File: config.mk
export PLATFORM = sky130hd
export DESIGN_NAME = game_round_ctrl
export DESIGN_NICKNAME = d
export VERILOG_FILES = /design/src/rtl/game_round_ctrl_pkg.sv /design/src/rtl/game_round_ctrl_sat_counter.sv /design/src/rtl/game_round_ctrl.sv
export SDC_FILE = /design/constraint.sdc
export NUM_CORES = 1
export LEC_CHECK = 0
export ABC_AREA = 1
export CELL_PAD_IN_SITES_DETAIL_PLACEMENT = 1
export CELL_PAD_IN_SITES_GLOBAL_PLACEMENT = 2
export CORE_ASPECT_RATIO = 1.1
export CORE_MARGIN = 1
export CORE_UTILIZATION = 30
export CTS_CLUSTER_SIZE = 10
export DETAILED_ROUTE_END_ITERATION = 12
export DONT_BUFFER_PORTS = 1
export PLACE_DENSITY = 0.64
export SLEW_MARGIN = 10
export SYNTH_ARGS = -nofsm -noshare
export SYNTH_HDL_FRONTEND = slang
export SYNTH_SLANG_ARGS = --single-unit
File: constraint.sdc
create_clock -name clk -period 3.5 [get_ports clk]
set_clock_uncertainty 0.15 [all_clocks]
set_input_delay 0.525 -clock clk [delete_from_list [all_inputs] [get_ports clk]]
set_output_delay 0.525 -clock clk [all_outputs]
set_load 0.02 [all_outputs]
File: src/rtl/game_round_ctrl_pkg.sv
// Shared result codes and FSM state encoding for the game round controller.
package game_pkg;

  localparam logic [1:0] RES_PLAY = 2'b00;
  localparam logic [1:0] RES_WIN  = 2'b01;
  localparam logic [1:0] RES_LOSE = 2'b10;
  localparam logic [1:0] RES_ERR  = 2'b11;

  typedef enum logic [1:0] {
    PLAY,
    RESTART,
    OVER
  } st_e;

endpackage

File: src/rtl/game_round_ctrl_sat_counter.sv
// Saturating up-counter with synchronous clear; clear wins over increment.
// Count is registered, one cycle from inc to update; no backpressure.
module sat_counter #(
  parameter int unsigned W = 4
) (
  input  logic         clk,
  input  logic         reset_n,
  input  logic         clr,
  input  logic         inc,
  output logic [W-1:0] count
);

  always_ff @(posedge clk or negedge reset_n) begin
    if (!reset_n) begin
      count <= '0;
    end else if (clr) begin
      count <= '0;
    end else if (inc && !(&count)) begin
      count <= count + W'(1);
    end
  end

endmodule

File: src/rtl/game_round_ctrl.sv
// Scores game rounds into a best-of-N match and sequences the game's restart.
// All outputs registered, one cycle after the sampled result; no backpressure.
module game_round_ctrl #(
  parameter int unsigned CW             = 4,
  parameter int unsigned LW             = 8,
  parameter int unsigned TARGET         = 3,
  parameter int unsigned RESTART_CYCLES = 2
) (
  input  logic          clk,
  input  logic          reset_n,
  input  logic [1:0]    result,
  input  logic          new_match,
  output logic          game_rst,
  output logic          round_done,
  output logic [1:0]    last_result,
  output logic [LW-1:0] round_len,
  output logic [CW-1:0] wins,
  output logic [CW-1:0] losses,
  output logic [CW-1:0] errors,
  output logic          match_over
);
  import game_pkg::*;

  localparam int unsigned     RCW      = $clog2(RESTART_CYCLES + 1);
  localparam logic [RCW-1:0]  RC_LOAD  = RCW'(RESTART_CYCLES);
  localparam logic [CW-1:0]   TGT_LAST = CW'(TARGET - 1);

  st_e            state, state_d;
  logic [RCW-1:0] rst_cnt, rst_cnt_d;
  logic [LW-1:0]  len;
  logic           len_clr, len_inc;
  logic           win_inc, lose_inc, err_inc, clr_scores;
  logic           round_done_d;
  logic [1:0]     last_result_d;
  logic [LW-1:0]  round_len_d;

  sat_counter #(.W(CW)) u_wins (
    .clk(clk), .reset_n(reset_n), .clr(clr_scores), .inc(win_inc), .count(wins)
  );
  sat_counter #(.W(CW)) u_losses (
    .clk(clk), .reset_n(reset_n), .clr(clr_scores), .inc(lose_inc), .count(losses)
  );
  sat_counter #(.W(CW)) u_errors (
    .clk(clk), .reset_n(reset_n), .clr(clr_scores), .inc(err_inc), .count(errors)
  );
  sat_counter #(.W(LW)) u_len (
    .clk(clk), .reset_n(reset_n), .clr(len_clr), .inc(len_inc), .count(len)
  );

  always_ff @(posedge clk or negedge reset_n) begin
    if (!reset_n) begin
      state       <= RESTART;
      rst_cnt     <= RC_LOAD;
      game_rst    <= 1'b1;
      round_done  <= 1'b0;
      last_result <= '0;
      round_len   <= '0;
      match_over  <= 1'b0;
    end else begin
      state       <= state_d;
      rst_cnt     <= rst_cnt_d;
      game_rst    <= (state_d != PLAY);
      round_done  <= round_done_d;
      last_result <= last_result_d;
      round_len   <= round_len_d;
      match_over  <= (state_d == OVER);
    end
  end

  always_comb begin
    state_d       = state;
    rst_cnt_d     = rst_cnt;
    round_done_d  = 1'b0;
    last_result_d = last_result;
    round_len_d   = round_len;
    len_clr       = 1'b0;
    len_inc       = 1'b0;
    win_inc       = 1'b0;
    lose_inc      = 1'b0;
    err_inc       = 1'b0;
    clr_scores    = 1'b0;

    // A new match request aborts whatever is in flight, including an unscored round.
    if (new_match) begin
      clr_scores = 1'b1;
      state_d    = RESTART;
      rst_cnt_d  = RC_LOAD;
    end else begin
      case (state)
        RESTART: begin
          if (rst_cnt == RCW'(1)) begin
            state_d = PLAY;
            len_clr = 1'b1;
          end else begin
            rst_cnt_d = rst_cnt - RCW'(1);
          end
        end
        PLAY: begin
          if (result == RES_PLAY) begin
            len_inc = 1'b1;
          end else begin
            round_done_d  = 1'b1;
            last_result_d = result;
            round_len_d   = (&len) ? len : len + LW'(1);
            rst_cnt_d     = RC_LOAD;
            state_d       = RESTART;
            case (result)
              RES_WIN: begin
                win_inc = 1'b1;
                if (wins == TGT_LAST) state_d = OVER;
              end
              RES_LOSE: begin
                lose_inc = 1'b1;
                if (losses == TGT_LAST) state_d = OVER;
              end
              default: err_inc = 1'b1;
            endcase
          end
        end
        OVER: state_d = OVER;
        default: begin
          state_d   = RESTART;
          rst_cnt_d = RC_LOAD;
        end
      endcase
    end
  end

endmodule
==> qor.yml <==
status:
  status: "completed"
cts:
  postCtsSetupBuffers: 0
  cts_made_buffers: 5
  postCtsHoldBufs: 2
  cts_max_level: 2
  clkSinkCount: 37
  cts_resized: 0
  cts_root_buf: "clkbuf_8"
  cts.clk_slew.worst_paths_ps: 80
  clock_latency_ps: 290
  cts_max_path_buffers: 2
  cts_tree: "built"
placed_design:
  place_congestion: 0.740
  io_buffer_count: 0
  hpwl_microns: 3560
die:
  design.core.area_sq_um: 6310
  dieArea_sq_um: 6990
  start_util_pct: 31.7
  pin_count: 30
  dieWidth_microns: 79.8
  rows: 30
  die_h_microns: 87.6
critical_path:
  critPathTopFamily: "simple AND/OR/NAND/NOR gates"
  cp_data_required_time_ps: 3530
  end_kind: "flip-flop"
  cp_slowest_stage_delay_ps: 460
  cp-start-kind: "flip-flop"
  crit_chain: "ha_1, nand2_2, nor2_2, nand2_2, nand2_2, inv_1, nand2_1, nand2_1"
  path_max_fanout: 15
  worst_ep_arrival_time_ps: 1830
  crit_top_cell: "nand2_2"
  criticalPathCategory: "reg2reg"
  cpMaxStageDelayCell: "dfrtp_1"
  crit_buf_inv: 1
logic_synthesis:
  synth.distinct_cells: 27
  yosysWarnings: 0
  synth_top_area_share_pct: 42.6
  synth_cells: 243
  async_flop_share_pct: 100
  avgSynthCellArea_sq_um: 8.22
  synth_top_area_cell: "dfrtp_1"
  synth_enable_flop_cells: 0
  synth_ff_type: "dfrtp_1"
  ys_seq_area_share_pct: 46.5
  yosys-top-cells-area: "dfrtp_1, nand2_1, ha_1, nand3_1, inv_1"
  synthTopCellsByCount: "nand2_1, dfrtp_1, inv_1, nor2_1, nand3_1"
  synth_most_common_cell: "nand2_1"
  syn_area_sq_um: 2000
  synth_seq_cells: 37
  synth_nets: 260
timing:
  relSlewSlack_pct: 67.3
  finalSetupTns_ps: 0
  period_needed_ps: 1800
  finalHoldViolCount: 0
  rsz0062_at_grt: "false"
  timing.hold.ws_ps: 143
  max_freq_ghz: 0.557
  setup-violations-final: 0
  slew_viol_final: 0
  worst_slew_pin_slew_ps: 491
  timing.final.crit_share_pct: 51.3
detailed_routing:
  wl_microns: 4910
  wl_per_cell_microns: 14.9
  num_vias: 1602
  avgViaCountPerCell: 4.85
  drt-initial-drc-count: 47
  drt-pass1-iter-count: 4
  antenna_left: 0
  drc: 0
cells_and_area:
  drive_gt1_share_pct: 8.80
  nFillCells: 767
  seq_area_sq_um: 930
  area_delta_synth_final_pct: 9.96
  post-route-util_pct: 34.8
  multiInputGateArea_sq_um: 942
  diodes: 0
  nets: 266
grt:
  grt_max_degree: 38
  track_usage_pct: 16.2
  antenna_found_initial: 0
  grt_pass1_vias: 1784
  grt_pass1_wl_microns: 8560
  overflow: 0
min_path:
  hold_path.class: "in2reg"
pwr:
  p_sw_w: 0.000384
  ir_worst_vdd_uv: 192
  leakage_nw: 1.04
  clkPwrFrac_pct: 28.9
  p_sw_share_pct: 34.6
  intPower_w: 0.000725
  combinationalPowerShare_pct: 13.7
  p_seq_share_pct: 57.5
  pwr_density_cell_nw_per_um2: 504
job:
  drv_cap: 0
## flip-flops by register name, indices dropped and copies added (netlist names)
signal and cells:
u_len.count 8, rst_cnt 2, last_result 2, game_rst 1, u_losses.count 4, round_done 1
u_wins.count 4, state 2, match_over 1, u_errors.count 4, round_len 8
## routing by layer
| metal | GRT usage [%] | vias to the layer above | part of all wire, % | wire length [microns] |
|---|---|---|---|---|
| met1 | 18.2 | 774 | 43 | 2110 |
| li1 | - | 800 | - | - |
| met3 | 4.58 | 6 | 4.1 | 203 |
| met4 | 4.87 | 0 | 1.3 | 63 |
| met2 | 29.5 | 22 | 52 | 2530 |
| met5 | 0 | - | 0 | 0 |
## through the flow
| step | instances | instance area [sq um] | power [W] | setup slack [ps] |
|---|---|---|---|---|
| final | 330 | 2200 | 0.00111 | 1700 |
| after global routing | 330 | 2200 | 0.00118 | 1520 |
| after CTS | 330 | 2200 | 0.00113 | 1640 |
| after detailed placement | 320 | 2080 | 0.000791 | 1660 |
| after global placement | 320 | 2080 | 0.000787 | 1680 |
| after floorplan | 243 | 2000 | 0.000742 | 1930 |
## power by group through the flow
stage	logic [W]	registers, W	clock network (W)
CTS	0.000157	0.000641	0.000330
finish	0.000151	0.000637	0.000320
detailed placement	0.000142	0.000649	0
global placement	0.000139	0.000648	0
floorplan	0.000116	0.000626	0
global route	0.000184	0.000649	0.000348
## worst reg2reg max path, cell delays in order (launching register included)
cell and delay, ps:
dfrtp_1 460, ha_1 260, nand2_2 70, nor2_2 130, nand2_2 140, nand2_2 260
inv_1 100, nand2_1 70, nand2_1 50
## worst paths after layout
kind	start	to	slack, ps	depth (start not counted)
worst max-delay path	u_len.count[0]	u_len.count[1]	1700	8
worst min-delay path	new_match	u_losses.count[1]	140	1
worst max register to register	u_len.count[0]	u_len.count[1]	1700	8
worst min register to register	rst_cnt[1]	rst_cnt[1]	360	2
max in group asynchronous	reset_n	game_rst	2370	2
min in group asynchronous	reset_n	u_losses.count[3]	550	2
## kinds of logic (layout without fill, tap and decap cells)
family | Yosys count | after routing | synth area share, %
XOR/XNOR | 7 | 7 | 3.07
buffers and inverters | 31 | 38 | 6.32
adder cells (fa/ha/maj) | 12 | 12 | 7.51
AND/OR/NAND/NOR | 116 | 116 | 25.8
flip-flops | 37 | 37 | 46.5
AO/OA/AOI/OAI | 40 | 40 | 10.8
## final cells by class
type,count,area share (%)
Clock buffer,8,4.10
Inverter,28,4.78
Sequential cell,37,42.3
Tap cell,80,4.56
Multi-Input combinational cell,175,42.9
Timing Repair Buffer,2,1.37
## placed cells by master, fill, tap and decap left out, types with 2 or more instances in the layout
cell / n
nand2_1: 50
dfrtp_1: 34
inv_1: 26
nor2_1: 26
nand3_1: 25
o21ai_0: 16
ha_1: 12
a21oi_1: 11
xor2_1: 7
o21ai_1: 7
clkbuf_8: 6
nor2_2: 3
nand2_2: 3
dfstp_2: 3
inv_2: 2
nand4_1: 2
nor3_1: 2
o21bai_1: 2
o211ai_1: 2
clkbuf_1: 2
No activity file was read; power rests on OpenSTA's default activity.
